### src/rtl/alu_pipe.sv
// Registered stack-machine ALU with a valid/ready handshake, a persistent carry flag
// and a multi-cycle nibble-contains (CON) window scan.
module alu_pipe #(
    parameter int unsigned WIDTH      = 8,
    parameter int unsigned NIB        = 4,
    parameter bit          SIGNED_CMP = 1'b0
) (
    input  logic             clk,
    input  logic             reset,
    input  logic             in_valid,
    output logic             in_ready,
    input  logic [2:0]       op,
    input  logic [WIDTH-1:0] reg_val,
    input  logic [WIDTH-1:0] stack0,
    input  logic [WIDTH-1:0] stack1,
    output logic             out_valid,
    input  logic             out_ready,
    output logic [WIDTH-1:0] reg_out,
    output logic [WIDTH-1:0] stack0_out,
    output logic [WIDTH-1:0] stack1_out,
    output logic             branch_sig,
    output logic             carry
);

    localparam int unsigned IDX_W = $clog2(WIDTH);
    localparam int unsigned WP1   = WIDTH + 1;
    localparam logic [IDX_W-1:0] LAST_IDX = IDX_W'(WIDTH - NIB);

    localparam logic [2:0] OP_ADD = 3'd0;
    localparam logic [2:0] OP_INC = 3'd1;
    localparam logic [2:0] OP_AOV = 3'd2;
    localparam logic [2:0] OP_SUB = 3'd3;
    localparam logic [2:0] OP_ABS = 3'd4;
    localparam logic [2:0] OP_AAS = 3'd5;
    localparam logic [2:0] OP_BLT = 3'd6;
    localparam logic [2:0] OP_CON = 3'd7;

    typedef enum logic {
        ST_IDLE,
        ST_SCAN
    } state_e;

    state_e           state, state_d;
    logic [WIDTH-1:0] scan_word, scan_word_d;
    logic [NIB-1:0]   scan_pat, scan_pat_d;
    logic [IDX_W-1:0] scan_idx, scan_idx_d;
    logic             out_valid_d;
    logic [WIDTH-1:0] reg_out_d, stack0_out_d, stack1_out_d;
    logic             branch_sig_d, carry_d;

    logic             accept;
    logic [WIDTH:0]   add_sum, aov_sum;
    logic [WIDTH-1:0] abs_val, aas_t, aas_inv;
    logic             sh_big, blt_lt, win_hit;
    logic [NIB-1:0]   win;

    // Only one result slot: accept when idle and the slot is free or draining this edge.
    assign in_ready = (state == ST_IDLE) && (!out_valid || out_ready);
    assign accept   = in_valid && in_ready;

    // Datapath operands for the single-cycle ops.
    assign add_sum = {1'b0, stack0} + {1'b0, stack1};
    assign aov_sum = {1'b0, stack0} + {1'b0, reg_val} + WP1'(carry);
    assign abs_val = reg_val[WIDTH-1] ? (~reg_val) + WIDTH'(1) : reg_val;
    assign sh_big  = reg_val >= WIDTH'(WIDTH);
    assign aas_t   = (stack1 >> reg_val) & stack0;
    assign aas_inv = WIDTH'(WIDTH) - reg_val;
    assign blt_lt  = SIGNED_CMP ? ($signed(stack0) < $signed(stack1)) : (stack0 < stack1);

    // Current CON window, taken from the operands latched at accept.
    assign win     = NIB'(scan_word >> scan_idx);
    assign win_hit = (win == scan_pat);

    // Next-state and result logic.
    always_comb begin
        state_d      = state;
        scan_word_d  = scan_word;
        scan_pat_d   = scan_pat;
        scan_idx_d   = scan_idx;
        out_valid_d  = out_valid && !out_ready;
        reg_out_d    = reg_out;
        stack0_out_d = stack0_out;
        stack1_out_d = stack1_out;
        branch_sig_d = branch_sig;
        carry_d      = carry;

        case (state)
            ST_IDLE: begin
                if (accept) begin
                    if (op == OP_CON) begin
                        state_d     = ST_SCAN;
                        scan_word_d = stack0;
                        scan_pat_d  = stack1[NIB-1:0];
                        scan_idx_d  = '0;
                    end else begin
                        out_valid_d  = 1'b1;
                        reg_out_d    = '0;
                        stack0_out_d = '0;
                        stack1_out_d = '0;
                        branch_sig_d = 1'b0;
                        case (op)
                            OP_ADD: begin
                                reg_out_d = add_sum[WIDTH-1:0];
                                carry_d   = add_sum[WIDTH];
                            end
                            OP_INC: reg_out_d = reg_val + WIDTH'(1);
                            OP_AOV: begin
                                reg_out_d = aov_sum[WIDTH-1:0];
                                carry_d   = aov_sum[WIDTH];
                            end
                            OP_SUB: begin
                                reg_out_d = stack0 - stack1;
                                carry_d   = stack0 < stack1;
                            end
                            OP_ABS: begin
                                reg_out_d    = abs_val;
                                stack0_out_d = abs_val;
                            end
                            OP_AAS: begin
                                if (!sh_big) begin
                                    stack0_out_d = aas_t << reg_val;
                                    if (reg_val != '0) begin
                                        stack1_out_d = aas_t >> aas_inv;
                                    end
                                end
                            end
                            OP_BLT: branch_sig_d = blt_lt;
                            default: ;
                        endcase
                    end
                end
            end
            ST_SCAN: begin
                if (win_hit || scan_idx == LAST_IDX) begin
                    state_d      = ST_IDLE;
                    out_valid_d  = 1'b1;
                    stack0_out_d = '0;
                    stack1_out_d = '0;
                    branch_sig_d = win_hit;
                    reg_out_d    = win_hit ? WIDTH'(scan_idx) : '1;
                end else begin
                    scan_idx_d = scan_idx + IDX_W'(1);
                end
            end
            default: state_d = ST_IDLE;
        endcase
    end

    // State register; reset abandons any scan in progress.
    always_ff @(posedge clk) begin
        if (reset) begin
            state      <= ST_IDLE;
            scan_word  <= '0;
            scan_pat   <= '0;
            scan_idx   <= '0;
            out_valid  <= 1'b0;
            reg_out    <= '0;
            stack0_out <= '0;
            stack1_out <= '0;
            branch_sig <= 1'b0;
            carry      <= 1'b0;
        end else begin
            state      <= state_d;
            scan_word  <= scan_word_d;
            scan_pat   <= scan_pat_d;
            scan_idx   <= scan_idx_d;
            out_valid  <= out_valid_d;
            reg_out    <= reg_out_d;
            stack0_out <= stack0_out_d;
            stack1_out <= stack1_out_d;
            branch_sig <= branch_sig_d;
            carry      <= carry_d;
        end
    end

endmodule

### config.mk
export PLATFORM = sky130hd
export DESIGN_NAME = alu_pipe
export DESIGN_NICKNAME = d
export VERILOG_FILES = /design/src/rtl/alu_pipe.sv
export SDC_FILE = /design/constraint.sdc
export NUM_CORES = 1
export LEC_CHECK = 0
export CAP_MARGIN = 20
export CORE_MARGIN = 3
export CORE_UTILIZATION = 55
export DETAILED_ROUTE_END_ITERATION = 8
export PLACE_DENSITY = 0.8
export SKIP_CTS_REPAIR_TIMING = 1
export SLEW_MARGIN = 10
export SYNTH_ARGS = -nofsm -noshare
export SYNTH_HDL_FRONTEND = slang
export SYNTH_SLANG_ARGS = --single-unit
### constraint.sdc
create_clock -name clk -period 9.2 [get_ports clk]
set_clock_uncertainty 0.15 [all_clocks]
set_input_delay 1.84 -clock clk [delete_from_list [all_inputs] [get_ports clk]]
set_output_delay 1.84 -clock clk [all_outputs]
set_load 0.05 [all_outputs]
==> impl_metrics.tcl <==
set metrics [dict create \
    cp_max_fo 4 \
    tns_ns 0 \
    netlist_instances 520 \
    dpl_cell_area_um2 4720 \
    synth_top_family_by_area "compound AO/OA/AOI/OAI gates" \
    critical_path_class "input port to output port" \
    synthesis.area_um2 4120 \
    finalCriticalPeriod_ns 5.45 \
    synth_top_cell_area_share_pct 20.9 \
    grt_usage_pct 30.1 \
    grt_first_pass_wirelength_um 20500 \
    worst_slew_pin_slew_ns 1.03 \
    maxCapViolations 0 \
    rows 30 \
    yosysSeqAreaShare_pct 20.9 \
    synth_warnings 0 \
    grt_pass1_vias 3815 \
    final_nets 623 \
    timing.hold.ws_ns 0.317 \
    synth-simple-area-share_pct 23.3 \
    synth_compound_area_share_pct 23.4 \
    grt_max_degree 32 \
    ys.flop_type "dfxtp_1" \
    finalSetupViolCount 0 \
    total_power_mw 0.535 \
    synth_seq_cells 43 \
    synth_nets 582 \
    die_area_um2 8560 \
    ys_top_cells_by_area "dfxtp_1 (21%), ha_1 (8.2%), nor2_1 (5.7%), mux2i_1 (5.4%), a21oi_1 (3.8%)" \
    tritoncts "done" \
    min_path_type "flip-flop to flip-flop" \
    critPathArrivalTime_ns 3.46 \
    design_area_um2 4820 \
    cts-root-buf "clkbuf_8" \
    cts.sinks 43 \
    end_kind "output port" \
    diodes 0 \
    drive_above_1_share_pct 8.02 \
    fin_crit_sh_pct 59.2 \
    gp_congestion 0.948 \
    mostFrequentLayoutCells "nor2_1 (62), clkdlybuf4s50_1 (58), dfxtp_1 (43)" \
    drt_iter0_markers 402 \
    p_leak_nw 1.82 \
    synth-xor-area-share_pct 5.53 \
    layout_commonest_cell "nor2_1" \
    hold_viol 0 \
    ctsLongestPathBuffers 2 \
    ant_nets 0 \
    synth_area_leader_cell "dfxtp_1" \
    place_ws_ns 3.68 \
    synthAdderAreaFrac_pct 10.2 \
    globalRouteMet1Util_pct 43.4 \
    start_util_pct 58.6 \
    clkTransAtPathRegs_ns 0.08 \
    grtUsageMet2_pct 46.2 \
    die_h_um 92.5 \
    core_um2 7020 \
    antenna_found_initial 0 \
    max_freq_mhz 184 \
    areaGrowthSynthToFinish_pct 17.1 \
    worst_slack_ns 3.75 \
    status "finished, final reports clean" \
    ys_types 71 \
    post-route-drc-count 0 \
    syn_avg_cell_area_um2 7.91 \
    cts_made_buffers 5 \
    crit_required_ns 7.21 \
    async_flop_share_pct 0 \
    powerDensity_nw_per_um2 111 \
    vias_per_cell 6.42 \
    grt_use_met3_pct 4.39 \
    portBuffers 58 \
    io_pins 59 \
    worstSetupStartpointType "input port" \
    die-width_um 92.5 \
    route.vias.total 4217 \
    cts_max_level 2 \
    grt-ovfl-total 0 \
    slew_headroom_pct 31.1 \
    post_drt_wl_per_cell_um 19.5 \
    synth_edf_count 0 \
    rsz0062_at_grt "false" \
    ir_worst_vdd_uv 51.4 \
    slew_viol_final 0 \
    busiest_layer "met2" \
    drt-total-wl_um 12800 \
    dr.pass1.iters 6 \
    clk_latency_ns 0.29 \
    yosys-mux-area-fraction_pct 11.3 \
    dp_hpwl_um 9950 \
]
state kept, by name, summed over array words and instances, names as in the netlist:
name	flops
stack0_out	8
out_valid	1
stack1_out	8
state	1
carry	1
reg_out	8
branch_sig	1
scan_pat	4
scan_word	8
scan_idx	3
cells in the mapped netlist, types with 5 or more instances:
cell type and count:
o211ai_1 5, dfxtp_1 43, and3_1 6, nand2_1 38, nand2b_1 8, mux2i_1 22, xnor2_1 11, nor3_1 18
mux2_2 5, or3_1 5, o21ai_0 24, a211oi_1 11, o21bai_1 5, clkbuf_1 21, a22o_2 6, ha_1 27
xor2_1 15, nand3_1 20, a21oi_1 31, mux4_2 6, nor2_1 62, inv_1 25, nor2b_1 7, a31oi_1 7
through the flow:
step,instances,utilization [%]
6_report,657,68.7
5_1_grt,657,68.7
4_1_cts,657,68.7
3_5_place_dp,650,67.2
3_3_place_gp,650,67.2
2_1_floorplan,520,-
where the power goes:
group / switching [mW] / internal [mW]
Clock: 0.0632 / 0.0796
Combinational: 0.121 / 0.0746
Sequential: 0.00423 / 0.192
Total: 0.188 / 0.346
area by class of cell:
cell class / instances / area, um^2
Clock buffer: 6 / 72.6
Multi-Input combinational cell: 423 / 3030
Clock inverter: 1 / 30.0
Inverter: 27 / 101
Fill cell: 609 / 2200
Tap cell: 96 / 120
Sequential cell: 43 / 861
Timing Repair Buffer: 61 / 603
path summary, 6_finish.rpt:
path / startpoint / to / slack [ns] / cells after the start
max: out_ready / in_ready / 3.75 / 4
min: stack0_out[6]$_SDFFE_PP0P_ / stack0_out[6]$_SDFFE_PP0P_ / 0.32 / 1
max reg2reg: scan_idx[1]$_SDFFE_PP0P_ / scan_idx[2]$_SDFFE_PP0P_ / 6.06 / 7
min reg2reg: stack0_out[6]$_SDFFE_PP0P_ / stack0_out[6]$_SDFFE_PP0P_ / 0.32 / 1
worst max-delay path, cell delays in order:
cell	delay (ns)
clkdlybuf4s50_1	0.45
nor2b_1	0.05
nor2_1	0.24
clkdlybuf4s50_1	0.87
per-layer routing:
layer	share of wire (%)	vias up
met2	43	226
li1	-	1993
met4	2.7	0
met3	9.2	29
met1	45	1969
met5	0	-
cells by family after synthesis:
logic type / after synthesis
xor gates and xnor gates: 26
and+or+nand+nor: 193
DFF: 43
muxes: 35
buffers and inverters: 54
adders and majority gates: 31
AOI/OAI and AO/OA: 138
No activity file was read; power rests on OpenSTA's default activity.
